**src/rtl/bcd2bin_seq_pkg.sv**
```systemverilog
// Shared constants, state encoding and digit helpers for the BCD-to-binary converter.
package bcd2bin_seq_pkg;

    localparam int unsigned BCD_DIGIT_W   = 4;
    localparam int unsigned BCD_MAX_DIGIT = 9;

    localparam logic [1:0] STATE_IDLE = 2'd0;
    localparam logic [1:0] STATE_CONV = 2'd1;
    localparam logic [1:0] STATE_DONE = 2'd2;

    typedef enum logic [1:0] {
        StIdle = STATE_IDLE,
        StConv = STATE_CONV,
        StDone = STATE_DONE
    } state_e;

    // True when a single BCD digit holds a non-decimal code (10..15).
    function automatic logic digit_invalid(input logic [BCD_DIGIT_W-1:0] digit);
        return digit > BCD_DIGIT_W'(BCD_MAX_DIGIT);
    endfunction

endpackage

```
**src/rtl/bcd2bin_seq_if.sv**
```systemverilog
// Start/done handshake bundle between operand entry logic and the converter.
interface bcd2bin_seq_if
    import bcd2bin_seq_pkg::*;
#(
    parameter int unsigned N_DIGITS = 4,
    parameter int unsigned BIN_W    = 14
);

    logic                            start;
    logic [N_DIGITS*BCD_DIGIT_W-1:0] bcd;
    logic [BIN_W-1:0]                bin;
    logic                            busy;
    logic                            done;
    logic                            err;

    modport master (
        output start, bcd,
        input  bin, busy, done, err
    );

    modport slave (
        input  start, bcd,
        output bin, busy, done, err
    );

endinterface

```
**src/rtl/bcd2bin_seq_adjust.sv**
```systemverilog
// Reverse double-dabble digit correction: subtract 3 from any digit that is 8 or more.
module bcd_digit_adjust
    import bcd2bin_seq_pkg::*;
(
    input  logic [BCD_DIGIT_W-1:0] digit,
    output logic [BCD_DIGIT_W-1:0] adjusted
);

    // After a right shift a digit >= 8 carries a weight of 5 that belongs to the lower digit.
    always_comb begin
        adjusted = digit;
        if (digit >= BCD_DIGIT_W'(8)) begin
            adjusted = digit - BCD_DIGIT_W'(3);
        end
    end

endmodule

```
**src/rtl/bcd2bin_seq.sv**
```systemverilog
// Multi-cycle BCD-to-binary converter: one shift-and-correct step per clock.
module bcd2bin_seq
    import bcd2bin_seq_pkg::*;
#(
    parameter int unsigned N_DIGITS = 4,
    parameter int unsigned BIN_W    = 14
) (
    input logic          clk,
    input logic          reset,
    bcd2bin_seq_if.slave bus
);

    localparam int unsigned BCD_W = N_DIGITS * BCD_DIGIT_W;
    localparam int unsigned CNT_W = $clog2(BIN_W + 1);

    state_e             state_q, state_d;
    logic [CNT_W-1:0]   cnt_q, cnt_d;
    logic [BCD_W-1:0]   bcd_work_q, bcd_work_d;
    logic [BIN_W-1:0]   bin_work_q, bin_work_d;
    logic [BIN_W-1:0]   bin_q, bin_d;
    logic               err_q, err_d;

    logic [BCD_W-1:0]   bcd_shift;
    logic [BCD_W-1:0]   bcd_adj;
    logic [BIN_W-1:0]   bin_shift;
    logic               bcd_invalid;

    // The BCD LSB falls into the binary MSB as the concatenation shifts right.
    assign bcd_shift = bcd_work_q >> 1;
    assign bin_shift = {bcd_work_q[0], bin_work_q[BIN_W-1:1]};

    for (genvar i = 0; i < N_DIGITS; i++) begin : g_adj
        bcd_digit_adjust u_adj (
            .digit    (bcd_shift[i*BCD_DIGIT_W +: BCD_DIGIT_W]),
            .adjusted (bcd_adj[i*BCD_DIGIT_W +: BCD_DIGIT_W])
        );
    end

    // Flag any non-decimal digit on the incoming operand.
    always_comb begin
        bcd_invalid = 1'b0;
        for (int i = 0; i < int'(N_DIGITS); i++) begin
            if (digit_invalid(bus.bcd[i*BCD_DIGIT_W +: BCD_DIGIT_W])) begin
                bcd_invalid = 1'b1;
            end
        end
    end

    // Next-state logic; bin/err are only loaded on the transition into DONE.
    always_comb begin
        state_d    = state_q;
        cnt_d      = cnt_q;
        bcd_work_d = bcd_work_q;
        bin_work_d = bin_work_q;
        bin_d      = bin_q;
        err_d      = err_q;
        unique case (state_q)
            StIdle: begin
                if (bus.start) begin
                    bcd_work_d = bus.bcd;
                    bin_work_d = '0;
                    cnt_d      = CNT_W'(BIN_W);
                    if (bcd_invalid) begin
                        state_d = StDone;
                        bin_d   = '0;
                        err_d   = 1'b1;
                    end else begin
                        state_d = StConv;
                    end
                end
            end
            StConv: begin
                bcd_work_d = bcd_adj;
                bin_work_d = bin_shift;
                cnt_d      = cnt_q - CNT_W'(1);
                if (cnt_q == CNT_W'(1)) begin
                    state_d = StDone;
                    bin_d   = bin_shift;
                    err_d   = 1'b0;
                end
            end
            StDone: begin
                state_d = StIdle;
            end
            default: begin
                state_d = StIdle;
            end
        endcase
    end

    // State and datapath registers with synchronous reset.
    always_ff @(posedge clk) begin
        if (reset) begin
            state_q    <= StIdle;
            cnt_q      <= '0;
            bcd_work_q <= '0;
            bin_work_q <= '0;
            bin_q      <= '0;
            err_q      <= 1'b0;
        end else begin
            state_q    <= state_d;
            cnt_q      <= cnt_d;
            bcd_work_q <= bcd_work_d;
            bin_work_q <= bin_work_d;
            bin_q      <= bin_d;
            err_q      <= err_d;
        end
    end

    assign bus.bin  = bin_q;
    assign bus.err  = err_q;
    assign bus.busy = (state_q == StConv);
    assign bus.done = (state_q == StDone);

endmodule

```
**src/flat_wrapper.sv**
```systemverilog
// flat-port wrapper written by rule: the top's interface ports become plain ports
module bcd2bin_seq_flat import bcd2bin_seq_pkg::*;
#(
    parameter int unsigned N_DIGITS = 4,
    parameter int unsigned BIN_W    = 14
)
  (clk, reset, bus_start, bus_bcd, bus_bin, bus_busy, bus_done, bus_err);
  bcd2bin_seq_if #(.N_DIGITS(N_DIGITS), .BIN_W(BIN_W)) bus_i ();
  input logic clk;
  input logic reset;
  input wire logic [$bits(bus_i.start)-1:0] bus_start;
  input wire logic [$bits(bus_i.bcd)-1:0] bus_bcd;
  output wire logic [$bits(bus_i.bin)-1:0] bus_bin;
  output wire logic [$bits(bus_i.busy)-1:0] bus_busy;
  output wire logic [$bits(bus_i.done)-1:0] bus_done;
  output wire logic [$bits(bus_i.err)-1:0] bus_err;
  assign bus_i.start = bus_start;
  assign bus_i.bcd = bus_bcd;
  assign bus_bin = bus_i.bin;
  assign bus_busy = bus_i.busy;
  assign bus_done = bus_i.done;
  assign bus_err = bus_i.err;
  bcd2bin_seq #(.N_DIGITS(N_DIGITS), .BIN_W(BIN_W)) u_core (.clk(clk), .reset(reset), .bus(bus_i));
endmodule
```
**config.mk**
```make
export PLATFORM = sky130hd
export DESIGN_NAME = bcd2bin_seq_flat
export DESIGN_NICKNAME = d
export VERILOG_FILES = /design/src/rtl/bcd2bin_seq_pkg.sv /design/src/rtl/bcd2bin_seq_if.sv /design/src/rtl/bcd2bin_seq_adjust.sv /design/src/rtl/bcd2bin_seq.sv /design/src/flat_wrapper.sv
export SDC_FILE = /design/constraint.sdc
export NUM_CORES = 1
export LEC_CHECK = 0
export BUFFER_PORTS_ARGS = -buffer_cell sky130_fd_sc_hd__buf_2
export CELL_PAD_IN_SITES_DETAIL_PLACEMENT = 1
export CELL_PAD_IN_SITES_GLOBAL_PLACEMENT = 1
export CORE_MARGIN = 4
export CORE_UTILIZATION = 42
export DETAILED_ROUTE_END_ITERATION = 10
export PLACE_DENSITY_LB_ADDON = 0.08
export SYNTH_ARGS = -nofsm -noshare
export SYNTH_HDL_FRONTEND = slang
export SYNTH_SLANG_ARGS = --single-unit
```
**constraint.sdc**
```tcl
create_clock -name clk -period 1.9 [get_ports clk]
set_input_delay 0.57 -clock clk [delete_from_list [all_inputs] [get_ports clk]]
set_output_delay 0.57 -clock clk [all_outputs]
set_load 0.1 [all_outputs]
```
==> flow_summary.json, run 1 <==
{
  "setup_viol": 0,
  "initial_core_util": 0.431,
  "final_area_um2": 2820,
  "drv_slew": 0,
  "drc": 0,
  "grt_pass1_vias": 2255,
  "pwr-share-clk": 0.326,
  "worstSetupPathType": "register to output port",
  "port_buffers": 35,
  "worstSetupStartpointType": "register",
  "cts_buffers": 5,
  "fmaxAchievable_mhz": 563,
  "die_area_um2": 6880,
  "ant_nets": 0,
  "powerDensity_nw_per_um2": 802,
  "grt_setup_unrepaired": "no",
  "firstDrtPassIters": 4,
  "ys_types": 35,
  "endpoint_kind": "output port",
  "syn-num-nets": 306,
  "hold_violations": 0,
  "critPathMaxFanout": 19,
  "avgSynthCellArea_um2": 8.45,
  "area_growth_pct": 19.5,
  "n_antenna_cell": 0,
  "clockBufferDepth": 2,
  "grt_pass1_wl_um": 11100,
  "vias": 2181,
  "maxSlewHeadroom": 0.674,
  "required_ns": 1.33,
  "grt_max_degree": 22,
  "setup_tns_ns": 0,
  "ir_drop_uv": 320,
  "p_switching_w": 0.000618,
  "die_w_um": 82.9,
  "gr-total-overflow": 0,
  "via_per_inst": 5.61,
  "fin_crit_sh": 0.935,
  "netlist_area_um2": 2360,
  "drv_cap": 0,
  "swShare": 0.274,
  "root_buffer": "clkbuf_8",
  "ys.flop_type": "dfxtp_1",
  "finalNonFillerCells": 389,
  "power_leakage_nw": 1.16,
  "dpl.hpwl_um": 4570,
  "placementRows": 27,
  "min_path_type": "register to register",
  "clk_pin_slew_worst_paths_ns": 0.09,
  "synth_edf_count": 0,
  "place_area_um2": 2710,
  "wl_per_cell_um": 16.6,
  "cts_tree": "done",
  "pwr-share-comb": 0.170,
  "nets": 343,
  "track_usage": 0.194,
  "gp_congestion": 0.798,
  "dp_cells": 381,
  "postRouteWirelength_um": 6460,
  "intPower_w": 0.00164,
  "ys_warn_count": 0,
  "core_um2": 5470,
  "cts.sinks": 50,
  "final_cell_mix": "dfxtp_1, buf_2, nor2_1, a21oi_1, nand3_1",
  "cp.arrival_ns": 1.21,
  "insertion_delay_ns": 0.30,
  "worst_slew_pin_slew_ns": 0.493,
  "pwr-share-seq": 0.504,
  "clock_skew_ns": 0.00847,
  "final_common_cell": "dfxtp_1",
  "synth_cells": 279,
  "antenna_found_initial": 0,
  "drt_iter0_drc": 104,
  "h-tree-depth": 2,
  "fin_crit_ns": 1.78,
  "status": "complete, no violations",
  "fin_util": 0.515,
  "ys_ff_latch": 50,
  "layout-drive-gt1-share": 0.211,
  "place_ws_ns": 0.139,
  "async_flop_share": 0,
  "num-fill-cells": 694,
  "ios": 36,
  "die_h_um": 82.9,
  "timing.final.ws_setup_ns": 0.124,
  "synth-seq-area-share": 0.424
}
==> critical path, stage by stage (launching register included) <==
cell and delay [ns]:
dfxtp_1 0.38, buf_4 0.29, nor2b_4 0.07, buf_12 0.17
==> synthesized netlist by cell type, types with 2 or more instances <==
master	instances	area, um^2
inv_1	9	33.8
a21oi_1	23	115
ha_1	8	100
nand2b_1	5	31.3
dfxtp_1	50	1000
a211oi_1	7	52.6
and3_1	14	87.6
o21ai_1	2	10.0
inv_2	2	7.51
xnor2_1	6	52.6
o221ai_1	3	26.3
a2bb2oi_1	8	70.1
nand3_1	15	75.1
a22oi_1	14	105
a311oi_1	3	26.3
nand2_1	13	48.8
a221oi_1	4	35.0
buf_2	12	60.1
nand3b_1	2	15.0
nor2_1	31	116
nor3_1	8	40.0
o21ai_0	7	35.0
clkbuf_1	7	26.3
a31oi_1	14	87.6
nand2_2	2	12.5
==> metrics by stage <==
step / power [W] / hold slack [ns]
after global routing: 0.00237 / 0.527
after global placement: 0.00153 / 0.467
after detailed placement: 0.00154 / 0.479
final: 0.00226 / 0.491
after floorplan: 0.00141 / 0.455
after CTS: 0.00228 / 0.493
==> path summary, 6_finish.rpt <==
path | from | cells after the start | endpoint | slack, ns
min | u_core.bus.bin[4] | 2 | u_core.bus.bin[4] | 0.49
min reg2reg | u_core.bus.bin[4] | 2 | u_core.bus.bin[4] | 0.49
max | u_core.state_q[0] | 3 | bus_done | 0.12
max reg2reg | u_core.cnt_q[1] | 6 | u_core.bus.bin[9] | 0.32
==> routing by layer <==
layer  GRT usage  up-vias  routed length (um)
met2       0.329       36                3100
met5           0        -                   0
met3      0.0337        7                 197
met1       0.260     1051                3100
li1            -     1087                   -
met4      0.0401        0                  55
==> power groups by stage <==
| stage | sequential, W | combinational (W) | clock, W |
|---|---|---|---|
| 6_report | 0.00114 | 0.000384 | 0.000737 |
| 5_1_grt | 0.00115 | 0.000428 | 0.000797 |
| 2_1_floorplan | 0.00117 | 0.000241 | 0 |
| 3_5_place_dp | 0.00116 | 0.000383 | 0 |
| 3_3_place_gp | 0.00116 | 0.000375 | 0 |
| 4_1_cts | 0.00114 | 0.000388 | 0.000757 |
==> kinds of logic after synthesis <==
logic type,synth area share
AO/OA/AOI/OAI,0.246
buffers and inverters,0.0589
flip-flops,0.424
adder cells (fa/ha/maj),0.0424
AND/OR/NAND/NOR,0.206
XOR/XNOR,0.0223
==> final cells by class <==
cell class,instances,area [um^2],share of cell area
Clock inverter,1,30.0,0.0107
Timing Repair Buffer,51,350,0.124
Multi-Input combinational cell,197,1230,0.435
Inverter,11,43.8,0.0155
Sequential cell,50,1000,0.355
Tap cell,72,90.1,0.0320
Clock buffer,7,76.3,0.0271
==> sequential cells by signal, indices dropped and copies added, names as in the netlist <==
register and count:
u_core.bcd_work_q 16, u_core.cnt_q 4, u_core.state_q 2, u_core.bin_work_q 13, u_core.bus.err 1, u_core.bus.bin 14
==> what timing repair did <==
| action | in CTS | in global routing |
|---|---|---|
| setup endpoints to repair | 0 | 1 |
| setup buffers | 0 | 0 |
| resized for setup | 0 | 2 |
| hold endpoints to repair | 0 | 0 |
| hold buffers | 0 | 0 |
No activity file was read; power rests on OpenSTA's default activity.
==> run 2: changes to the inputs <==
Settings changed: CORE_UTILIZATION 42 to 25.
==> flow_summary.json, run 2 (synthesis results as in run 1) <==
{
  "initial_core_util": 0.256,
  "port_buffers": 35,
  "num-fill-cells": 1113,
  "grt_pass1_wl_um": 12200,
  "antenna_found_initial": 0,
  "track_usage": 0.137,
  "drc": 0,
  "required_ns": 1.33,
  "maxSlewHeadroom": 0.673,
  "critPathMaxFanout": 8,
  "grt_setup_unrepaired": "no",
  "ir_drop_uv": 314,
  "postRouteWirelength_um": 7250,
  "reg2reg_depth": 5,
  "core_um2": 9200,
  "placementRows": 35,
  "path_buf_inv": 2,
  "final_cell_mix": "dfxtp_1, buf_2, nor2_1, a21oi_1, nand3_1",
  "hold_depth": 2,
  "min_path_type": "register to register",
  "place_area_um2": 2760,
  "place_ws_ns": 0.00573,
  "powerDensity_nw_per_um2": 778,
  "root_buffer": "clkbuf_8",
  "hold_violations": 0,
  "clk_pin_slew_worst_paths_ns": 0.09,
  "largest_register_ffs": 16,
  "regMostFlops": "u_core.bcd_work_q",
  "setup_viol": 0,
  "fin_util": 0.312,
  "die_h_um": 105,
  "worst_slew_pin_slew_ns": 0.494,
  "gr-total-overflow": 0,
  "grt_pass1_vias": 2161,
  "ios": 36,
  "drv_slew": 0,
  "insertion_delay_ns": 0.31,
  "cts.sinks": 50,
  "ant_nets": 0,
  "critical_path.top_delay_family": "flip-flops",
  "fin_crit_ns": 1.78,
  "postCtsHoldBufs": 0,
  "cts_tree": "done",
  "timing.final.ws_setup_ns": 0.125,
  "power_w": 0.00223,
  "endpoint_kind": "output port",
  "fmaxAchievable_mhz": 563,
  "grt_max_degree": 51,
  "layout-drive-gt1-share": 0.219,
  "cp_cell_sequence": "buf_4 -> nor2b_4 -> buf_12",
  "cp.arrival_ns": 1.21,
  "drt_iter0_drc": 76,
  "clockBufferDepth": 2,
  "wl_per_cell_um": 17.0,
  "setup_tns_ns": 0,
  "via_per_inst": 5.17,
  "dpl.hpwl_um": 4860,
  "die_w_um": 105,
  "area_growth_pct": 21.8,
  "drv_cap": 0,
  "worstSetupStartpointType": "register",
  "n_antenna_cell": 0,
  "vias": 2203,
  "clock_skew_ns": 0.00884,
  "power_leakage_nw": 1.16,
  "crit_path_max_incr_delay_ns": 0.39,
  "cts_buffers": 5,
  "fin_crit_sh": 0.934,
  "nets": 341,
  "slowest_stage": "dfxtp_2",
  "final_common_cell": "dfxtp_1",
  "h-tree-depth": 2,
  "status": "complete, no violations",
  "gp_congestion": 0.759,
  "firstDrtPassIters": 4,
  "cp.depth": 3,
  "die_area_um2": 11100,
  "worstSetupPathType": "register to output port",
  "final_area_um2": 2870
}
## run 2: power by group
| group | internal (W) | total (W) | switching, W |
|---|---|---|---|
| combinational | 0.000153 | 0.000381 | 0.000228 |
| sequential | 0.00109 | 0.00114 | 0.0000535 |
| clock | 0.000335 | 0.000709 | 0.000374 |
## run 2: cell type report
class | count | area, um^2 | area share
Clock buffer | 7 | 96.3 | 0.0335
Clock inverter | 1 | 8.76 | 0.00305
Inverter | 11 | 43.8 | 0.0152
Multi-Input combinational cell | 197 | 1230 | 0.429
Sequential cell | 50 | 1010 | 0.350
Tap cell | 111 | 139 | 0.0483
Timing Repair Buffer | 49 | 348 | 0.121
## run 2: layer usage
layer | wire, um | vias up | GRT usage | share of wire
li1 | - | 1075 | - | -
met2 | 3130 | 40 | 0.194 | 0.43
met5 | 0 | - | 0 | 0
met4 | 34 | 0 | 0.0309 | 0.0047
met1 | 3830 | 1084 | 0.209 | 0.53
met3 | 254 | 4 | 0.0296 | 0.035
## run 2: worst reg2reg max path, stage by stage, from the launching register on
cell and delay (ns):
dfxtp_1 0.41, ha_1 0.16, nor3b_2 0.27, nand2_2 0.28, a31oi_1 0.25, a21oi_1 0.08
## run 2: final timing paths
path,from,endpoint,slack [ns]
hold reg to reg,u_core.bus.bin[7],u_core.bus.bin[7],0.49
setup reg to reg,u_core.cnt_q[0],u_core.bus.bin[5],0.34
setup / recovery,u_core.state_q[0],bus_done,0.12
hold / removal,u_core.bus.bin[7],u_core.bus.bin[7],0.49
## run 2: stage by stage
stage	hold WS, ns	instances
6_report	0.490	426
3_3_place_gp	0.473	418
5_1_grt	0.519	426
4_1_cts	0.494	426
2_1_floorplan	0.455	279
3_5_place_dp	0.478	418
## run 2: what timing repair did
action                                  4_1_cts  5_1_grt
gates resized for setup                       2        4
buffers inserted                              0        0
pin swaps                                     0        0
endpoints found under the setup margin        5       15
